==> config.mk <==
export PLATFORM = sky130hd
export DESIGN_NAME = scramble
export DESIGN_NICKNAME = d
export VERILOG_FILES = /design/src/rtl/scramble_pkg.sv /design/src/rtl/scramble_lfsr.sv /design/src/rtl/scramble.sv
export SDC_FILE = /design/constraint.sdc
export NUM_CORES = 1
export LEC_CHECK = 0
export CORE_ASPECT_RATIO = 0.7
export CORE_MARGIN = 10
export CORE_UTILIZATION = 40
export CTS_CLUSTER_DIAMETER = 80
export DETAILED_ROUTE_END_ITERATION = 8
export PLACE_DENSITY_LB_ADDON = 0.15
export SYNTH_ARGS = -nofsm -noshare
export SYNTH_HDL_FRONTEND = slang
export SYNTH_SLANG_ARGS = --single-unit
==> constraint.sdc <==
create_clock -name clk -period 1.8 [get_ports clk]
set_clock_uncertainty 0.15 [all_clocks]
set_input_delay 0.45 -clock clk [delete_from_list [all_inputs] [get_ports clk]]
set_output_delay 0.45 -clock clk [all_outputs]
set_load 0.03 [all_outputs]
==> src/rtl/scramble_pkg.sv <==
// Shared definitions for the 100BASE-X stream scrambler and its descrambler.
//   - LFSR width and tap positions for x^11 + x^9 + 1
//   - valid-field encodings for the 2-bit beat interface
//   - FSM state enum
//   - lfsr_ldd(): the two keystream bits produced from a given LFSR value
package scramble_pkg;

  localparam int LFSR_W = 11;

  // Taps: keystream bit 1 (earlier in time) and bit 0 (later in time).
  localparam int TAP_A_HI = 10;
  localparam int TAP_A_LO = 8;
  localparam int TAP_B_HI = 9;
  localparam int TAP_B_LO = 7;

  // Valid field: bit 0 set means exactly one bit (in data[1]); 10 means two.
  localparam logic [1:0] VLD_NONE    = 2'b00;
  localparam logic [1:0] VLD_TWO     = 2'b10;
  localparam int         VLD_ONE_BIT = 0;

  typedef enum logic [1:0] {
    ST_DISABLED = 2'd0,
    ST_RUN      = 2'd1,
    ST_RESEED   = 2'd2
  } state_e;

  function automatic logic [1:0] lfsr_ldd(input logic [LFSR_W-1:0] l);
    return {l[TAP_A_HI] ^ l[TAP_A_LO], l[TAP_B_HI] ^ l[TAP_B_LO]};
  endfunction

endpackage

==> src/rtl/scramble_lfsr.sv <==
// Free-running 11-bit additive-scrambler LFSR (x^11 + x^9 + 1).
// Ports:
//   clk, rst_n   clock and asynchronous active-low reset (resets to SEED)
//   adv_valid    beat valid field; 01/11 shift one bit, 10 shift two, 00 hold
//   load         take load_value next cycle (highest priority)
//   load_value   value used by load
//   reseed       take SEED next cycle (below load, above advance)
//   ldd          keystream bits for the current beat (from the registered value)
//   zero         registered LFSR value is all-zero
//   lfsr         registered LFSR value
module scramble_lfsr
  import scramble_pkg::*;
#(
  parameter logic [LFSR_W-1:0] SEED = 11'h7ff
) (
  input  logic              clk,
  input  logic              rst_n,
  input  logic [1:0]        adv_valid,
  input  logic              load,
  input  logic [LFSR_W-1:0] load_value,
  input  logic              reseed,
  output logic [1:0]        ldd,
  output logic              zero,
  output logic [LFSR_W-1:0] lfsr
);

  logic [LFSR_W-1:0] lfsr_q, lfsr_d;

  always_comb begin
    ldd    = lfsr_ldd(lfsr_q);
    zero   = (lfsr_q == '0);
    lfsr_d = lfsr_q;
    if (load) begin
      lfsr_d = load_value;
    end else if (reseed) begin
      lfsr_d = SEED;
    end else if (adv_valid[VLD_ONE_BIT]) begin
      // Only the earlier keystream bit was consumed.
      lfsr_d = {lfsr_q[LFSR_W-2:0], ldd[1]};
    end else if (adv_valid == VLD_TWO) begin
      lfsr_d = {lfsr_q[LFSR_W-3:0], ldd};
    end
  end

  always_ff @(posedge clk or negedge rst_n) begin
    if (!rst_n) begin
      lfsr_q <= SEED;
    end else begin
      lfsr_q <= lfsr_d;
    end
  end

  assign lfsr = lfsr_q;

endmodule

==> src/rtl/scramble.sv <==
// Transmit-side 100BASE-X stream scrambler, up to two bits per clock.
// Ports:
//   clk, rst_n           clock and asynchronous active-low reset
//   unscrambled[1:0]     plaintext, bit 1 earlier in time
//   unscrambled_valid    00 none, bit 0 set one bit (in [1]), 10 two bits
//   enable               scrambling active; low freezes the LFSR
//   test_mode            bypass: output = plaintext, LFSR still advances
//   seed, load_seed      one-cycle strobe loading seed into the LFSR
//   scrambled[1:0]       ciphertext, one cycle after the input beat
//   scrambled_valid      input valid field delayed one cycle (00 when dropped)
//   ready                high while in RUN
//   reseed_count         saturating count of zero-guard reseeds
//   dbg_state, dbg_lfsr  FSM state and LFSR value for observation
//
// Beat semantics: a beat is offered when unscrambled_valid != 00. There is no
// backpressure; in RUN with enable high every offered beat is consumed that
// cycle, otherwise it is dropped and never reappears.
module scramble
  import scramble_pkg::*;
#(
  parameter logic [LFSR_W-1:0] SEED = 11'h7ff
) (
  input  logic              clk,
  input  logic              rst_n,
  input  logic [1:0]        unscrambled,
  input  logic [1:0]        unscrambled_valid,
  input  logic              enable,
  input  logic              test_mode,
  input  logic [LFSR_W-1:0] seed,
  input  logic              load_seed,
  output logic [1:0]        scrambled,
  output logic [1:0]        scrambled_valid,
  output logic              ready,
  output logic [7:0]        reseed_count,
  output state_e            dbg_state,
  output logic [LFSR_W-1:0] dbg_lfsr
);

  state_e      state_q, state_d;
  logic [1:0]  scrambled_q, scrambled_d;
  logic [1:0]  scrambled_valid_q, scrambled_valid_d;
  logic        ready_q, ready_d;
  logic [7:0]  reseed_count_q, reseed_count_d;

  logic              beat_ok;
  logic              in_reseed;
  logic [1:0]        adv_valid;
  logic [1:0]        ldd;
  logic              lfsr_zero;
  logic [LFSR_W-1:0] lfsr;

  scramble_lfsr #(.SEED(SEED)) u_lfsr (
    .clk        (clk),
    .rst_n      (rst_n),
    .adv_valid  (adv_valid),
    .load       (load_seed),
    .load_value (seed),
    .reseed     (in_reseed),
    .ldd        (ldd),
    .zero       (lfsr_zero),
    .lfsr       (lfsr)
  );

  always_comb begin
    beat_ok   = (state_q == ST_RUN) && enable;
    in_reseed = (state_q == ST_RESEED);
    adv_valid = beat_ok ? unscrambled_valid : VLD_NONE;

    state_d = state_q;
    case (state_q)
      ST_DISABLED: state_d = enable ? ST_RUN : ST_DISABLED;
      // Zero guard wins over disable so a stuck LFSR is never carried
      // through a pause.
      ST_RUN:      state_d = lfsr_zero ? ST_RESEED : (enable ? ST_RUN : ST_DISABLED);
      ST_RESEED:   state_d = enable ? ST_RUN : ST_DISABLED;
      default:     state_d = ST_DISABLED;
    endcase

    scrambled_valid_d = beat_ok ? unscrambled_valid : VLD_NONE;
    scrambled_d       = 2'b00;
    if (beat_ok) begin
      scrambled_d = test_mode ? unscrambled : (unscrambled ^ ldd);
    end

    // ready is registered from the next state so it tracks RUN exactly.
    ready_d = (state_d == ST_RUN);

    reseed_count_d = reseed_count_q;
    if (in_reseed && (reseed_count_q != 8'hff)) begin
      reseed_count_d = reseed_count_q + 8'd1;
    end
  end

  always_ff @(posedge clk or negedge rst_n) begin
    if (!rst_n) begin
      state_q           <= ST_DISABLED;
      scrambled_q       <= 2'b00;
      scrambled_valid_q <= VLD_NONE;
      ready_q           <= 1'b0;
      reseed_count_q    <= 8'd0;
    end else begin
      state_q           <= state_d;
      scrambled_q       <= scrambled_d;
      scrambled_valid_q <= scrambled_valid_d;
      ready_q           <= ready_d;
      reseed_count_q    <= reseed_count_d;
    end
  end

  assign scrambled       = scrambled_q;
  assign scrambled_valid = scrambled_valid_q;
  assign ready           = ready_q;
  assign reseed_count    = reseed_count_q;
  assign dbg_state       = state_q;
  assign dbg_lfsr        = lfsr;

endmodule

==> results of run 1 <==
placed cells by master (no fill, tap or decap), drive strengths merged, types with 3 or more instances in the layout:
master	count
or3	3
a31oi	10
xnor2	3
a21oi	4
buf	27
dlygate4sd2	14
o211ai	11
dfrtp	15
o21ai	4
inv	6
nor3	4
mux2	3
nand3	6
clkdlybuf4s50	19
clkbuf	3
nand2	13
nor2	12
nand3b	8
dfstp	11
final timing paths:
path / slack, ps / start / end
setup / recovery: 60 / enable / u_lfsr.lfsr[10]$_DFFE_PN1P_
hold / removal: 380 / rst_n / scrambled[0]$_DFF_PN0_
setup reg to reg: 120 / dbg_state[0]$_DFF_PN0_ / reseed_count[7]$_DFFE_PN0P_
hold reg to reg: 380 / reseed_count[0]$_DFFE_PN0P_ / reseed_count[0]$_DFFE_PN0P_
max in group asynchronous: 830 / rst_n / u_lfsr.lfsr[0]$_DFFE_PN1P_
min in group clk: 380 / reseed_count[0]$_DFFE_PN0P_ / reseed_count[0]$_DFFE_PN0P_
per-layer routing:
metal | routed length [um] | vias to the layer above | GRT usage, %
met1 | 1790 | 588 | 16.7
met5 | 0 | - | 0
met4 | 30 | 0 | 3.56
met3 | 399 | 4 | 6.79
met2 | 1770 | 40 | 21.4
li1 | - | 626 | -
state kept, by name, summed over array words and instances (netlist names):
| name | cells |
|---|---|
| scrambled_valid | 2 |
| scrambled | 2 |
| ready | 1 |
| u_lfsr.lfsr | 11 |
| dbg_state | 2 |
| reseed_count | 8 |
cell type report:
cell class              instances  share of cell area, %
clock inverters                 1                   1.51
multi-input cells             101                   32.1
flip-flops and latches         26                   33.5
well taps                      47                   2.96
inverters                       6                   1.13
repair buffers                 60                   26.7
clock buffers                   3                   2.08
per-stage QoR:
stage | hold slack [ps] | util [%] | instances
after floorplan | 4.41 | - | 140
after global routing | 392 | 61.9 | 244
after detailed placement | 375 | 60.1 | 240
after global placement | 357 | 60.1 | 240
after CTS | 388 | 61.8 | 244
final | 381 | 61.9 | 244
power by group:
group	switching, uW	internal (uW)	total (uW)	leakage (uW)
Combinational	228	179	407	0.000566
Clock	189	298	487	0.0000357
Sequential	59.4	660	720	0.000318
Total	477	1140	1610	0.000920
kinds of logic after synthesis:
group	count (synthesis)
mux	5
fa+ha+maj	1
flops	26
simple gates	56
xor+xnor	4
buf+inv	13
compound gates	35
repair_timing:
item,CTS,global route
pin swaps,0,1
resized for setup,14,1
endpoints found under the setup margin,14,1
==> flow_summary.yaml, run 1 <==
worst_setup_path:
  endpoint_kind: "flip-flop"
  start_kind: "input port"
  cp_max_fo: 11
  critPathRequiredTime_ps: 1840
  path_buf_inv: 2
  path_cells: "clkdlybuf4s50_1 -> nand3b_1 -> o211ai_2 -> buf_6 -> nor2_1 -> a31oi_1"
  slowest_delay_ps: 520
  crit_family: "buffers and inverters"
  arrival_ps: 1770
  rr_worst_depth: 3
  path_class: "input port to flip-flop"
  path_depth: 6
  crit_slowest_cell: "clkdlybuf4s50_1"
sta:
  tightest_slew_ps: 391
  finalHoldViolations: 0
  period_share_pct: 96.5
  setup_violations: 0
  finalWorstSetupSlack_ps: 63.7
  fmax_mhz: 576
  setup_tns_ps: 0
  slew_headroom_pct: 73.7
  rsz0062_at_grt: "no"
  timing.final.max_slew_violations: 0
  fin_crit_ps: 1740
placement:
  gp_congestion: 0.826
  placed_cell_area_um2: 1930
  io_buffers: 45
  dp_slack_ps: -271
  dp_hpwl_um: 3180
die:
  initial_core_util_pct: 42.3
  die_x_um: 89.6
  row_count: 17
  fp.dieH_um: 68.7
  io_pins: 46
  core_area_um2: 3210
  die-area_um2: 6160
logic_synthesis:
  synth-compound-area-share_pct: 17.1
  seq_area_frac_synth_pct: 48.9
  ys_top_cells_by_count: "15 x dfrtp_1, 13 x nand2_1, 12 x nor2_1"
  post-synth-top-count-cell: "dfrtp_1"
  syn_nets: 161
  syn_area_um2: 1360
  synthTopCellsByArea: "dfrtp_1 28%, dfstp_2 21%, o211ai_1 5.5%"
  synth_warnings: 0
  ys_async_sr_fraction_pct: 100
  synth_edf_count: 0
  syn_inst: 140
  synth_area_leader_cell: "dfrtp_1"
  synth_top_family_by_area: "simple AND/OR/NAND/NOR gates"
  synth_top_area_share_pct: 27.6
  synthSimpleGateAreaFrac_pct: 22.2
  synthXorXnorAreaFrac_pct: 2.58
  synthAdderAreaFrac_pct: 0.922
  synthMuxAreaShare_pct: 4.24
  synth-seq-cells: 26
  synth-main-ff-cell: "dfrtp_1"
  syn-mean-instance-area_um2: 9.70
  synth.distinct_cells: 33
drt:
  drc: 0
  via_per_inst: 5.16
  routedWlPerCell_um: 16.3
  routed_wl_um: 3990
  routed-via-count: 1258
  ant_nets: 0
  dr.pass1.iters: 4
  drtIter0Drc: 53
clock_network:
  clock-sinks: 26
  root_buffer: "clkbuf_8"
  cts_setup_buffers: 0
  numCtsBuffers: 3
  clock_path_buffers: 2
  ctsHoldBuffers: 0
  htree_levels: 1
  insertion_delay_ps: 270
  cts_tree: "done"
  cts.clk_slew.worst_paths_ps: 90
flow_run:
  cap_viol_max_count: 0
finish:
  n_fill_cell: 264
  final_area_um2: 1990
  fin_nets: 219
  antenna_cells: 0
  drive_above_1_share_pct: 24.9
  multiInputGateArea_um2: 639
  seq_area_um2: 666
  area_growth_pct: 46.5
global_route:
  grt_util_all_layers_pct: 13.8
  grt_pass1_wl_um: 6450
  antenna_found_initial: 0
  overflow: 0
  grt_pass1_vias: 1312
  grt_start_max_net_pins: 27
run_status:
  status: "finished, final reports clean"
power_and_ir_drop:
  power_leakage_uw: 0.000920
  power.total_uw: 1610
  vdd_drop_max_mv: 0.627
  power_density_nw_per_um2: 811
hold_path:
  hold_path_class: "input port to asynchronous set/reset pin"
No activity file was read; power rests on OpenSTA's default activity.
==> run 2: changes to the inputs <==
- SYNTH_HIERARCHICAL: unset -> 1
==> flow_summary.yaml, run 2 <==
drt:
  drc: 0
  routedWlPerCell_um: 17.4
  dr.pass1.iters: 4
  drtIter0Drc: 89
  routed_wl_um: 4290
  routed-via-count: 1281
  ant_nets: 0
  via_per_inst: 5.21
sta:
  fin_crit_ps: 1800
  finalWorstSetupSlack_ps: -2.81
  setup_violations: 2
  finalHoldViolations: 0
  fmax_mhz: 555
  slew_headroom_pct: 74.0
  tightest_slew_ps: 387
  timing.final.max_slew_violations: 0
  period_share_pct: 100
  rsz0062_at_grt: "yes"
clock_network:
  clock-sinks: 26
  htree_levels: 1
  cts_tree: "done"
  cts.clk_slew.worst_paths_ps: 90
  root_buffer: "clkbuf_8"
  clock_path_buffers: 2
  numCtsBuffers: 3
  insertion_delay_ps: 270
worst_setup_path:
  crit_slowest_cell: "dfrtp_2"
  crit_family: "simple AND/OR/NAND/NOR gates"
  path_buf_inv: 3
  path_cells: "nand3b_1 -> nor2_4 -> clkbuf_16 -> nor4_4 -> buf_4 -> buf_12 -> nand2_1 -> o21ai_1"
  start_kind: "flip-flop"
  arrival_ps: 1860
  setup.worst_path.start: "dbg_state[0]$_DFF_PN0_"
  critPathRequiredTime_ps: 1860
  cp_max_fo: 5
  slowest_delay_ps: 410
  timing.rr.end: "u_lfsr/lfsr[7]$_DFFE_PN1P_"
  reg2reg_from: "dbg_state[0]$_DFF_PN0_"
  path_depth: 8
  r2r_slack_ps: -3
  endpoint_kind: "flip-flop"
  rr_worst_depth: 8
  path_class: "flip-flop to flip-flop"
  crit_path_end: "u_lfsr/lfsr[7]$_DFFE_PN1P_"
logic_synthesis:
  syn-mean-instance-area_um2: 10.6
  syn_area_um2: 1360
  syn_nets: 150
  ys_top_cells_by_count: "15 x dfrtp_1, 15 x nand2_1, 11 x dfstp_2"
  synth_warnings: 6
  ys_async_sr_fraction_pct: 100
  synth-seq-cells: 26
  seq_area_frac_synth_pct: 48.7
  synth_top_area_share_pct: 27.5
  syn_inst: 129
  synth_area_leader_cell: "dfrtp_1"
  synthTopCellsByArea: "dfrtp_1 28%, dfstp_2 21%, mux2_2 6.6%"
  synth_edf_count: 0
  synth-main-ff-cell: "dfrtp_1"
  synth.distinct_cells: 40
hold_path:
  whs_path_depth: 2
  hold_path_class: "flip-flop to flip-flop"
power_and_ir_drop:
  seq_power_share_pct: 45.0
  clkPwrFrac_pct: 23.4
  p_sw_uw: 529
  combPwrFrac_pct: 31.7
  power_leakage_uw: 0.00107
  p_sw_share_pct: 32.4
  internal_power_uw: 1110
  vdd_drop_max_mv: 0.396
  power_density_nw_per_um2: 710
finish:
  fin_nets: 221
  area_growth_pct: 68.8
  postLayoutCoreUtil_pct: 71.7
  largest_reg_flops: 11
  layout_commonest_cell: "buf_4"
  stdcell_count: 246
  final_cell_mix: "29 x buf_4, 17 x clkdlybuf4s50_1, 14 x dlygate4sd2_1"
  antenna_cells: 0
  drive_above_1_share_pct: 51.3
die:
  io_pins: 46
  die-area_um2: 6180
  initial_core_util_pct: 42.5
  fp.dieH_um: 68.9
  core_area_um2: 3210
  die_x_um: 89.8
  row_count: 17
global_route:
  grt_pass1_vias: 1378
  antenna_found_initial: 0
  grt_util_all_layers_pct: 14.4
  grt_pass1_wl_um: 7250
  grt_start_max_net_pins: 27
  overflow: 0
placement:
  gp_congestion: 0.737
  dp_hpwl_um: 2810
  io_buffers: 45
  dp_cells: 230
run_status:
  status: "finished with violations"
  violations: "negative setup slack"
flow_run:
  cap_viol_max_count: 0
[run 2: cell types whose count changed in the layout (fill, tap and decap cells not counted), moves of 5 or more]
cell and change:
o211ai_1 -10, a31oi_1 -9, nand2_1 -7, nand2_2 +7, nand3b_1 -7, o21ai_2 +6, o22ai_2 +6, nand3_1 -5
[run 2: worst min path at each step]
stage	slack, ps	startpoint	end
5_1_grt	370	u_lfsr/lfsr[1]$_DFFE_PN1P_	u_lfsr/lfsr[1]$_DFFE_PN1P_
3_5_place_dp	340	u_lfsr/lfsr[1]$_DFFE_PN1P_	u_lfsr/lfsr[1]$_DFFE_PN1P_
4_1_cts	350	u_lfsr/lfsr[1]$_DFFE_PN1P_	u_lfsr/lfsr[1]$_DFFE_PN1P_
3_3_place_gp	330	u_lfsr/lfsr[5]$_DFFE_PN1P_	u_lfsr/lfsr[5]$_DFFE_PN1P_
2_1_floorplan	4	rst_n	dbg_state[0]$_DFF_PN0_
6_report	350	u_lfsr/lfsr[6]$_DFFE_PN1P_	u_lfsr/lfsr[6]$_DFFE_PN1P_
[run 2: power groups by stage]
stage          clock [uW]  sequential [uW]  combinational [uW]
2_1_floorplan           0              814                 142
3_3_place_gp            0              729                 413
3_5_place_dp            0              730                 423
4_1_cts               394              720                 478
5_1_grt               414              747                 551
6_report              382              735                 518
[run 2: cells by family (layout without fill, tap and decap cells)]
kind of cell,after synthesis,in the layout,synth area share [%]
xor gates and xnor gates,8,8,5.14
buffers and inverters,8,78,3.12
and+or+nand+nor,48,48,21.0
DFF,26,26,48.7
adders and majority gates,1,1,0.917
muxes,11,11,9.36
AOI/OAI and AO/OA,27,27,11.7
[run 2: per-stage QoR]
| step | hold slack (ps) | cell area [um^2] | worst slack [ps] | total power, uW | TNS [ps] |
|---|---|---|---|---|---|
| final | 347 | 2300 | -2.81 | 1630 | -4.16 |
| after global routing | 375 | 2300 | -93.8 | 1710 | -568 |
| after CTS | 352 | 2210 | -32.2 | 1590 | -183 |
| after detailed placement | 337 | 1970 | -451 | 1150 | -4780 |
| after global placement | 327 | 1970 | -394 | 1140 | -4210 |
| after floorplan | 4.41 | 1380 | 2.90 | 957 | 0 |
[run 2: metal layers]
layer  vias up  wire, um  track usage, %
li1        601         -               -
met1       633      2050            19.0
met2        41      1960            22.8
met3         6       239            4.20
met4         0        40            3.61
met5         -         0               0
[run 2: tightest hold or removal path: stages, from the launching register on]
cell and delay [ps]:
dfstp_2 400, nand2_2 50, o21ai_1 50
[run 2: layout make-up]
type,count,area (um^2)
clock buffer,4,55.1
fill,219,910
inverter,3,11.3
multi-input combinational,95,818
sequential,26,669
tap,47,58.8
timing repair buffer,71,689
[run 2: timing repair]
item	CTS	global route
hold buffers	0	0
gates resized for setup	27	40
gates cloned	3	0
endpoints found under the setup margin	26	15
buffers inserted	8	4
pin swaps	3	11
